## config.mk

```make
export PLATFORM = sky130hd
export DESIGN_NAME = c432_ack_dispatch
export DESIGN_NICKNAME = d
export VERILOG_FILES = /design/src/rtl/c432_ack_pkg.sv /design/src/rtl/c432_ack_onehot_dec.sv /design/src/rtl/c432_ack_dispatch.sv
export SDC_FILE = /design/constraint.sdc
export NUM_CORES = 1
export LEC_CHECK = 0
export CORE_MARGIN = 2
export CORE_UTILIZATION = 30
export CTS_CLUSTER_DIAMETER = 200
export DETAILED_ROUTE_END_ITERATION = 7
export GPL_ROUTABILITY_DRIVEN = 0
export PLACE_DENSITY = 0.57
export SYNTH_ARGS = -nofsm -noshare
export SYNTH_HDL_FRONTEND = slang
export SYNTH_SLANG_ARGS = --single-unit
```

## constraint.sdc

```tcl
create_clock -name clk -period 4.85 [get_ports clk]
set_input_delay 0.97 -clock clk [delete_from_list [all_inputs] [get_ports clk]]
set_output_delay 0.97 -clock clk [all_outputs]
set_load 0.05 [all_outputs]
```

## src/rtl/c432_ack_pkg.sv

```systemverilog
// rtl/c432_ack_pkg.sv - shared constants, state encoding and bus arbitration helper for the ack dispatcher
package c432_ack_pkg;

  localparam int NUM_BUS    = 3;
  localparam int CH_PER_BUS = 9;
  localparam int NUM_CH     = NUM_BUS * CH_PER_BUS;
  localparam int IDX_W      = 5;

  // Bus scan order, highest priority first: bus 0 beats bus 1 beats bus 2.
  localparam logic [1:0] BUS_PRIO [NUM_BUS] = '{2'd0, 2'd1, 2'd2};

  typedef enum logic [1:0] {IDLE, GRANT, WAIT_REL, GAP} state_t;

  function automatic logic [1:0] winning_bus(input logic [NUM_BUS-1:0] sel);
    logic [1:0] b;
    b = BUS_PRIO[0];
    for (int k = NUM_BUS - 1; k >= 0; k--) begin
      if (sel[BUS_PRIO[k[1:0]]]) b = BUS_PRIO[k[1:0]];
    end
    return b;
  endfunction

endpackage

```

## src/rtl/c432_ack_onehot_dec.sv

```systemverilog
// rtl/c432_ack_onehot_dec.sv - index to one-hot decoder with enable; out-of-range indices decode to zero
module c432_ack_onehot_dec
  import c432_ack_pkg::*;
(
  input  logic [IDX_W-1:0]  idx,
  input  logic              en,
  output logic [NUM_CH-1:0] onehot
);

  always_comb begin
    onehot = '0;
    for (int i = 0; i < NUM_CH; i++) begin
      if (en && (idx == IDX_W'(i))) onehot[i] = 1'b1;
    end
  end

endmodule

```

## src/rtl/c432_ack_dispatch.sv

```systemverilog
// rtl/c432_ack_dispatch.sv - registers the encoder winner and drives a held one-hot ack; C432_ACK_COUNT_EN adds per-bus grant counters
module c432_ack_dispatch
  import c432_ack_pkg::*;
#(
  parameter int HOLD_MAX   = 15,
  parameter int GAP_CYCLES = 2
) (
  input  logic                 clk,
  input  logic                 rst_n,
  input  logic                 irq_valid,
  input  logic [NUM_BUS-1:0]   bus_sel,
  input  logic [3:0]           chan,
  input  logic [NUM_CH-1:0]    req_vec,
  output logic [NUM_CH-1:0]    ack,
  output logic [IDX_W-1:0]     ack_idx,
  output logic                 busy,
  output logic                 err_pulse,
  output logic                 tmo_pulse
`ifdef C432_ACK_COUNT_EN
  ,
  output logic [8*NUM_BUS-1:0] ack_cnt
`endif
);

  state_t            state, state_nx;
  logic [7:0]        hold_cnt;
  logic [3:0]        gap_cnt;
  logic              code_legal, released, hold_done, gap_done;
  logic              grant_start, ack_en, set_err, set_tmo;
  logic [1:0]        win_bus;
  logic [IDX_W-1:0]  req_idx;
  logic [NUM_CH-1:0] ack_nx;

  assign code_legal = (bus_sel != '0) && (chan < 4'(CH_PER_BUS));
  assign win_bus    = winning_bus(bus_sel);
  assign req_idx    = IDX_W'(win_bus) * IDX_W'(CH_PER_BUS) + IDX_W'(chan);
  assign released   = !req_vec[ack_idx];
  assign hold_done  = (hold_cnt == 8'(HOLD_MAX - 1));
  assign gap_done   = (gap_cnt == 4'(GAP_CYCLES - 1));

  always_ff @(posedge clk or negedge rst_n) begin
    if (!rst_n) state <= IDLE;
    else        state <= state_nx;
  end

  always_comb begin
    state_nx = state;
    case (state)
      IDLE:     if (irq_valid && code_legal) state_nx = GRANT;
      GRANT:    state_nx = WAIT_REL;
      WAIT_REL: if (released || hold_done) state_nx = GAP;
      GAP:      if (gap_done) state_nx = IDLE;
      default:  state_nx = IDLE;
    endcase
  end

  // Release has priority over the timeout when both land in the same cycle.
  always_comb begin
    busy        = (state != IDLE);
    grant_start = (state == IDLE) && irq_valid && code_legal;
    set_err     = (state == IDLE) && irq_valid && !code_legal;
    set_tmo     = (state == WAIT_REL) && !released && hold_done;
    ack_en      = (state_nx == WAIT_REL);
  end

  c432_ack_onehot_dec u_dec (
    .idx    (ack_idx),
    .en     (ack_en),
    .onehot (ack_nx)
  );

  always_ff @(posedge clk or negedge rst_n) begin
    if (!rst_n) begin
      ack       <= '0;
      ack_idx   <= '0;
      err_pulse <= 1'b0;
      tmo_pulse <= 1'b0;
      hold_cnt  <= '0;
      gap_cnt   <= '0;
    end else begin
      ack       <= ack_nx;
      err_pulse <= set_err;
      tmo_pulse <= set_tmo;
      if (grant_start) ack_idx <= req_idx;
      if (state == GRANT)                      hold_cnt <= '0;
      else if (state == WAIT_REL && !hold_done) hold_cnt <= hold_cnt + 8'd1;
      if (state == WAIT_REL)                   gap_cnt <= '0;
      else if (state == GAP && !gap_done)      gap_cnt <= gap_cnt + 4'd1;
    end
  end

`ifdef C432_ACK_COUNT_EN
  for (genvar g = 0; g < NUM_BUS; g++) begin : g_cnt
    always_ff @(posedge clk or negedge rst_n) begin
      if (!rst_n)
        ack_cnt[8*g +: 8] <= '0;
      else if (grant_start && (win_bus == 2'(g)) && (ack_cnt[8*g +: 8] != 8'hff))
        ack_cnt[8*g +: 8] <= ack_cnt[8*g +: 8] + 8'd1;
    end
  end
`endif

endmodule

```

Word-level counts from Yosys, hierarchy flattened:

Index checks and enable logic that the tools add are counted.

* equality and inequality tests: 32
* multipliers: 1
* $lt $le $gt $ge: 2
* muxes and demuxes: 40
* add/sub/neg operators: 3
* reductions and logical operators: 47

Operators with widths (count)
* $eq A5 B5 Y1 const B: 11
* $eq A5 B4 Y1 const B: 8
* $logic_and A1 B1 Y1: 36
* $mux W1: 28
* $eq A5 B3 Y1 const B: 4
* $mux W8: 2
* $mux W2: 6
* $eq A5 B2 Y1 const B: 2
* $add A8 B1 Y8 const B: 1
* $eq A8 B4 Y1 const B: 1
* $mux W4: 2
* $pmux W2 S4: 1
* $eq A2 B2 Y1 const B: 3
* $lt A5 B6 Y1 const B: 1
* $reduce_bool A2 Y1: 3
* $add A5 B4 Y5: 1
* $bmux W1 S5: 1
* $eq A5 B1 Y1 const B: 1
* $logic_not A5 Y1: 1
* $mul A2 B4 Y5 const B: 1
* $add A4 B1 Y4 const B: 1
* $eq A4 B1 Y1 const B: 1
* $logic_not A1 Y1: 4
* $lt A4 B4 Y1 const B: 1
* 4 further kinds: 4

* logic and storage cells: 132
* flip-flop bits (word level): 48
* input port bits: 37
* output and inout port bits: 35

Logic depth before layout (Yosys ltp):

Gate-level depths: netlist (run 1).

* depth after elaboration: 9
* depth in mapped cells: 8
* mapped depth without buffers: 7

Hierarchy:

A second synthesis (run 1) with hierarchy kept.

* cells, all modules: 219
* area, all modules: 2358.5 µm²

By module, submodules not included
* c432_ack_dispatch: sequential area each 1201.2 µm², instances 1, area each 2157.1 µm², cells each 180
* c432_ack_onehot_dec: sequential area each 0.0 µm², instances 1, area each 201.4 µm², cells each 39

Worst setup path before layout (run 1):

OpenSTA, ideal clock, no wires.

* path type: input to register
* from: in bus_sel[0]
* to: reg ack_idx[2]
* arrival: 2327 ps
* data required time: 4764 ps
* stages on the path: 6
* setup time: 86 ps
* slack: 2437 ps
* buffers on the path: 0
* path through: nor3b_1 -> ha_1 -> ha_1 -> inv_1 -> fa_1 -> o21ai_0

* word-level cells in the longest chain between the ends: 3
* elaborated cells on any way between the ends: 6
* those cells by class: add/sub: 1; mul: 1; mux: 1; reduce/logical: 3

Ends and longest elaborated chain
* from (decl): RTL line c432_ack_dispatch.sv:11 `input logic [NUM_BUS-1:0] bus_sel,`
* $mux W2 / $reduce_bool A3 Y1 (equally long branches): RTL line c432_ack_pkg.sv:18, c432_ack_dispatch.sv:34
* $mul A2 B4 Y5 / $logic_and A1 B1 Y1 (equally long branches): RTL line c432_ack_dispatch.sv:36, c432_ack_dispatch.sv:34
* $add A5 B4 Y5 / $logic_and A1 B1 Y1 (equally long branches): RTL line c432_ack_dispatch.sv:36, c432_ack_dispatch.sv:60
* to (signal assigned): RTL line c432_ack_dispatch.sv:84 `if (grant_start) ack_idx <= req_idx;`
* to (decl): RTL line c432_ack_dispatch.sv:15 `output logic [IDX_W-1:0] ack_idx,`

Parallel ways exist; a longest one is shown, timed or not.
A chain may end at the register's enable or synchronous reset.

Worst setup path in the final report (run 1):

* from: reg ack_idx[1]
* to: out ack_idx[1]

No word-level cell between the ends.

==> results.tsv, run 1 <==
stage	metric	value	unit
sta	Slew @ Worst Pin	1.03	ns
pwr	Sw Ratio	0.482	
place	post-detail-place hpwl	4410	um
floorplanning	Site Rows	35	
global_routing	Tot GR Track Use	0.126	
route	Via density	4.84	
pwr	Worst IR Drop VDD	0.193	mV
finish	Finished Layout Cells	428	
finish	Antenna Cells	0	
worst_setup_path	Worst EP arrival	2.09	ns
synthesis	Ys Warns	0	
sta	relative slew slack	0.310	
sta	Min Clock Period, post-route	3.06	ns
route	via count	2071	
place	IO Port Bufs	71	
worst_setup_path	Crit Reg-Reg Endpoint	ack[26]$_DFF_PN0_	
worst_setup_path	Worst EP required	3.88	ns
worst_setup_path	delay-heaviest family, CP	buffers and inverters	
clock_network	clock root buffer	clkbuf_8	
clock_network	hold_buf cts	0	
worst_setup_path	worst r2r src	ack_idx[1]$_DFFE_PN0P_	
synthesis	asr flop ratio synth	1.00	
clock_network	Resized Gates After CTS	0	
worst_hold_path	Hold WC Path Type	reg2reg	
global_routing	largest net degree at the start of global routing	49	
floorplanning	Initial Utilization	0.305	
synthesis	post-synth top area share	0.433	
clock_network	H-tree level count	2	
clock_network	worst-case clock buffer depth	2	
global_routing	met1 GRT Util	0.167	
worst_setup_path	Crit Path Max Fanout	20	
clock_network	Num Clock Sinks	48	
pwr	leakage	1.45	nW
route	drt total wl	5970	um
pwr	Switch Pwr	871	uW
worst_setup_path	crit path capture type	output port	
worst_setup_path	worst setup path end	ack_idx[1]	
sta	Final Max Slew Viols	0	
global_routing	gr busiest metal	met2	
worst_setup_path	crit path from	ack_idx[1]$_DFFE_PN0P_	
job	max-cap check violation count	0	
finish	post-route design area	3520	sq um
sta	RSZ-0062 raised after global routing	no	
worst_setup_path	R2R Setup Slk	2.20	ns
pwr	part of the power in registers	0.338	
place	Post-DP Area	3430	sq um
synthesis	Synth Flop Type	dfrtp_1	
worst_setup_path	critical path's slowest cell	clkdlybuf4s50_1	
run_status	outcome	completed	
route	DRT iter0 DRCs	57	
global_routing	met2 Usage GRT	0.200	
clock_network	CTS tree	done	
route	First-pass DRT Iterations	4	
pwr	clock share of power	0.136	
sta	Fin. Hold Viols	0	
synthesis	post-synthesis register bit count	48	
synthesis	cell with the most instances after synthesis	dfrtp_1	
sta	Tcrit/Tclk final	0.631	
synthesis	mapped cell area	2780	sq um
global_routing	GRT Residual Overflow	0	
synthesis	average size of a mapped cell	11.0	sq um
finish	Final #Nets	363	
worst_setup_path	CP peak stage delay	0.94	ns
synthesis	Cell variety after synth	53	
clock_network	Clock Latency Late Sink	0.30	ns
worst_setup_path	CP Class	reg2out	
synthesis	most frequent cells after synthesis	dfrtp_1 (48), nand3_1 (31), nor3_2 (18)	
pwr	logic gate share of total power	0.526	
global_routing	antenna violations before repair	0	
sta	Fmax achieved	327	MHz
floorplanning	die area	10000	sq um
synthesis	leading area contributor after synthesis	dfrtp_1	
floorplanning	num ports	72	
global_routing	met3 GRT Util	0.0390	
synthesis	syn nets	300	
worst_setup_path	Worst Setup Start Kind	flop	
synthesis	Post-synth EDFFs	0	
synthesis	largest cells by area after synthesis	dfrtp_1 (43%), nor3_2 (6.5%), nand3_1 (5.6%), ha_1 (4.1%), clkbuf_8 (4.0%)	
finish	layout cells sized above 1	0.164	
worst_setup_path	CP Depth	1	
clock_network	number of buffers created by CTS	5	
route	final antenna-violating net count	0	
clock_network	post-CTS setup buffer count	0	
worst_setup_path	Buf/Inv on CP	1	
floorplanning	Die Wd	100	um
route	DRC violations left	0	
sta	Final setup viols	0	
route	WL per Instance	13.9	um
finish	area delta synth->final	27.0	%
synthesis	Post-Syn Instances	253	
sta	Fin Clk Skew	0.00347	ns
floorplanning	core area	9110	sq um
global_routing	vias in the first global route	2089	
clock_network	CTS clock-pin slew for the worst setup and hold paths	0.08	ns
pwr	PD cells	513	nW/um^2
pwr	P_int	935	uW
synthesis	Seq/Total Area, Yosys	0.433	
global_routing	first-pass GRT wire length	10100	um
worst_setup_path	FF-to-FF path depth	6	
place	DP Cell Count	420	
worst_setup_path	CP Cell Sequence	clkdlybuf4s50_1	
finish	Layout Utilization	0.387	
sta	setup TNS	0	ns
floorplanning	Die H	100	um
==> sequential cells by signal, indices dropped and copies added, names as in the netlist <==
| signal | count |
|---|---|
| ack | 27 |
| hold_cnt | 8 |
| ack_idx | 5 |
| gap_cnt | 4 |
| state | 2 |
| err_pulse | 1 |
| tmo_pulse | 1 |
==> worst register-to-register path, cell delays in order (launching register included) <==
cell and delay [ns]:
dfrtp_1 0.85, mux2_2 0.43, a221oi_1 0.36, and3_2 0.24, a32o_1 0.12, buf_4 0.37
nor3_1 0.13
==> final cells by class <==
type	count	area (sq um)
clock buffer	7	86.3
clock inverter	1	7.51
fill	935	5590
inverter	7	26.3
multi-input combinational	181	1340
sequential	48	1200
tap	111	139
timing repair buffer	73	721
==> stage by stage <==
| stage | worst slack, ns | hold slack, ns | total power, mW |
|---|---|---|---|
| final | 1.79 | 0.558 | 1.81 |
| after global routing | 1.67 | 0.580 | 1.95 |
| after CTS | 1.73 | 0.549 | 1.83 |
| after detailed placement | 1.52 | 0.539 | 1.58 |
| after global placement | 1.58 | 0.528 | 1.56 |
| after floorplan | 2.44 | 0.496 | 1.47 |
==> cell usage in the layout, fill, tap and decap left out, types with 3 or more instances in the layout <==
cell and count:
nand2b_1 4, ha_1 9, nor2b_1 3, o21ai_0 17
nor2_1 11, xnor2_1 4, nor3b_1 5, mux4_2 3
nor3_2 18, nand3_1 31, mux2_2 7, clkbuf_8 6
clkdlybuf4s50_1 70, nor3_1 10, nand2_1 12, inv_1 7
and3_1 3, dfrtp_1 48, nand4_1 3
==> worst min-delay path by stage <==
stage,start,end,cells after the start
final,hold_cnt[6]$_DFFE_PN0P_,hold_cnt[6]$_DFFE_PN0P_,1
after global routing,hold_cnt[3]$_DFFE_PN0P_,hold_cnt[3]$_DFFE_PN0P_,1
after CTS,hold_cnt[6]$_DFFE_PN0P_,hold_cnt[6]$_DFFE_PN0P_,1
after detailed placement,hold_cnt[6]$_DFFE_PN0P_,hold_cnt[6]$_DFFE_PN0P_,1
after global placement,hold_cnt[0]$_DFFE_PN0P_,hold_cnt[0]$_DFFE_PN0P_,1
after floorplan,hold_cnt[6]$_DFFE_PN0P_,hold_cnt[6]$_DFFE_PN0P_,1
==> power groups by stage <==
stage / Clock, mW / Combinational [mW] / Sequential (mW)
floorplan: 0 / 0.775 / 0.692
detailed placement: 0 / 0.958 / 0.624
CTS: 0.255 / 0.960 / 0.617
global route: 0.275 / 1.04 / 0.634
finish: 0.245 / 0.950 / 0.611
global placement: 0 / 0.944 / 0.619
==> logic make-up (layout without fill, tap and decap cells) <==
kind of cell               count (synthesis)  in the layout  share of synthesized area
DFF                                       48             48                      0.433
muxes                                     12             12                     0.0658
and+or+nand+nor                          122            122                      0.281
adders and majority gates                 10             10                     0.0478
buffers and inverters                     24             88                     0.0834
xor gates and xnor gates                   6              6                     0.0189
AOI/OAI and AO/OA                         31             31                     0.0699
==> layer usage <==
metal / wire (um) / share of wire
met1: 2770 / 0.46
met4: 73 / 0.012
met3: 400 / 0.067
met5: 0 / 0
met2: 2730 / 0.46
(Power assumes the default switching activity.)
==> inputs of run 2 (changes only) <==
Settings changed: PLACE_DENSITY 0.57 to 0.59.
Clock period 4.85 ns to 2.6 ns, I/O delays scaled along.
==> results.tsv, run 2 (same netlist as run 1, synthesis figures left out) <==
stage	metric	value	unit	change
run_status	outcome	completed		unchanged
finish	max reg flops	27		unchanged
clock_network	clock root buffer	clkbuf_8		unchanged
place	IO Port Bufs	71		unchanged
sta	Min Clock Period, post-route	2.40	ns	
clock_network	Clock Latency Late Sink	0.30	ns	about the same
sta	Final WS setup	0.198	ns	was 1.79 ns
sta	Fin. Hold Viols	0		unchanged
sta	Fin Clk Skew	0.00325	ns	was 0.00347 ns
sta	setup TNS	0	ns	unchanged
route	Via density	4.87		was 4.84
worst_setup_path	Worst Setup Start Kind	flop		unchanged
route	DRC violations left	0		unchanged
floorplanning	core area	9110	sq um	unchanged
sta	Tcrit/Tclk final	0.924		
finish	highest-count cells in the layout ignoring fill and taps	clkdlybuf4s50_1 (70), dfrtp_1 (48), nand3_1 (31), nor3_2 (18), o21ai_0 (17)		unchanged
worst_setup_path	Crit Path Max Fanout	11		was 20
route	WL per Instance	13.8	um	was 13.9 um
sta	Fmax achieved	416	MHz	
finish	Top reg by flops	ack		unchanged
worst_setup_path	CP Class	reg2out		unchanged
sta	hold slack final	0.252	ns	was 0.558 ns
finish	layout cells sized above 1	0.198		was 0.164
route	DRT iter0 DRCs	79		was 57
finish	Largest regs	ack x27, hold_cnt x8, ack_idx x5		unchanged
pwr	Worst IR Drop VDD	0.554	mV	was 0.193 mV
global_routing	GRT Residual Overflow	0		unchanged
sta	RSZ-0062 raised after global routing	no		unchanged
clock_network	number of buffers created by CTS	5		unchanged
route	First-pass DRT Iterations	4		unchanged
finish	Final #Nets	375		was 363
global_routing	first-pass GRT wire length	10200	um	was 10100 um
clock_network	Num Clock Sinks	48		unchanged
sta	relative slew slack	0.546		was 0.310
route	via count	2141		was 2071
finish	Antenna Cells	0		unchanged
clock_network	CTS clock-pin slew for the worst setup and hold paths	0.09	ns	was 0.08 ns
worst_setup_path	crit path from	ack_idx[1]$_DFFE_PN0P_		unchanged
finish	FILL cells	892		was 935
floorplanning	Die Wd	100	um	unchanged
worst_hold_path	Hold WC Path Type	in2async		was reg2reg
pwr	leakage	1.53	nW	was 1.45 nW
sta	Final Max Slew Viols	0		unchanged
worst_setup_path	Worst EP arrival	1.88	ns	was 2.09 ns
global_routing	vias in the first global route	2126		was 2089
global_routing	Tot GR Track Use	0.128		was 0.126
job	max-cap check violation count	0		unchanged
clock_network	worst-case clock buffer depth	2		unchanged
clock_network	Resized Gates After CTS	0		unchanged
floorplanning	Initial Utilization	0.305		unchanged
worst_setup_path	delay-heaviest family, CP	buffers and inverters		unchanged
worst_setup_path	CP Cell Sequence	clkdlybuf4s50_1		unchanged
place	post-detail-place hpwl	4630	um	was 4410 um
floorplanning	num ports	72		unchanged
route	final antenna-violating net count	0		unchanged
global_routing	largest net degree at the start of global routing	31		was 49
worst_setup_path	CP peak stage delay	0.91	ns	was 0.94 ns
worst_setup_path	crit path capture type	output port		unchanged
floorplanning	Site Rows	35		unchanged
worst_setup_path	worst r2r src	ack_idx[1]$_DFFE_PN0P_		unchanged
floorplanning	die area	10000	sq um	unchanged
finish	area delta synth->final	31.9	%	was 27.0%
clock_network	post-CTS setup buffer count	0		unchanged
clock_network	H-tree level count	2		unchanged
pwr	PD cells	995	nW/um^2	was 513 nW/um^2
finish	most common cell after layout, fill and taps aside	clkdlybuf4s50_1		unchanged
clock_network	hold_buf cts	0		unchanged
route	drt total wl	6060	um	was 5970 um
place	Post-DP Area	3540	sq um	was 3430 sq um
place	Post-Place Setup Slack	0.120	ns	was 1.52 ns
worst_setup_path	Buf/Inv on CP	1		unchanged
sta	Final setup viols	0		unchanged
global_routing	antenna violations before repair	0		unchanged
clock_network	CTS tree	done		unchanged
worst_setup_path	Worst EP required	2.08	ns	was 3.88 ns
pwr	total chip power	3.64	mW	was 1.81 mW
floorplanning	Die H	100	um	unchanged
worst_setup_path	critical path's slowest cell	clkdlybuf4s50_1		unchanged
finish	post-route design area	3660	sq um	was 3520 sq um
sta	Slew @ Worst Pin	0.681	ns	was 1.03 ns
## run 2: worst paths after layout
| path | cells after the start | slack, ns | endpoint |
|---|---|---|---|
| min reg2reg | 1 | 0.55 | hold_cnt[0]$_DFFE_PN0P_ |
| min in group clk | 1 | 0.55 | hold_cnt[0]$_DFFE_PN0P_ |
| max in group asynchronous | 2 | 1.73 | ack[17]$_DFF_PN0_ |
| min | 1 | 0.25 | ack[6]$_DFF_PN0_ |
| max reg2reg | 7 | 0.26 | state[0]$_DFF_PN0_ |
| max | 1 | 0.20 | ack_idx[1] |
## run 2: stage by stage
stage,cells,utilization
after global placement,432,0.389
after global routing,440,0.402
after detailed placement,432,0.389
after floorplan,253,-
after CTS,440,0.402
final,440,0.402
## run 2: per-layer routing
layer,global-route usage,up-vias,wire (um),part of all wire
met3,0.0320,5,382,0.063
met1,0.171,1011,2810,0.46
met2,0.207,66,2790,0.46
li1,-,1059,-,-
met4,0.0348,0,72,0.012
met5,0,-,0,0
## run 2: power by group
group          internal [mW]  switching (mW)  total (mW)  leakage (nW)
clock network          0.290           0.264       0.554        0.0548
registers              0.885           0.201        1.09         0.650
logic                  0.784            1.22        2.00         0.825
## run 2: area by class of cell
class / count / area (sq um) / area share
multi-input combinational: 181 / 1340 / 0.367
sequential: 48 / 1200 / 0.328
timing repair buffer: 85 / 836 / 0.228
tap: 111 / 139 / 0.0379
clock buffer: 5 / 68.8 / 0.0188
clock inverter: 3 / 46.3 / 0.0126
inverter: 7 / 26.3 / 0.00718
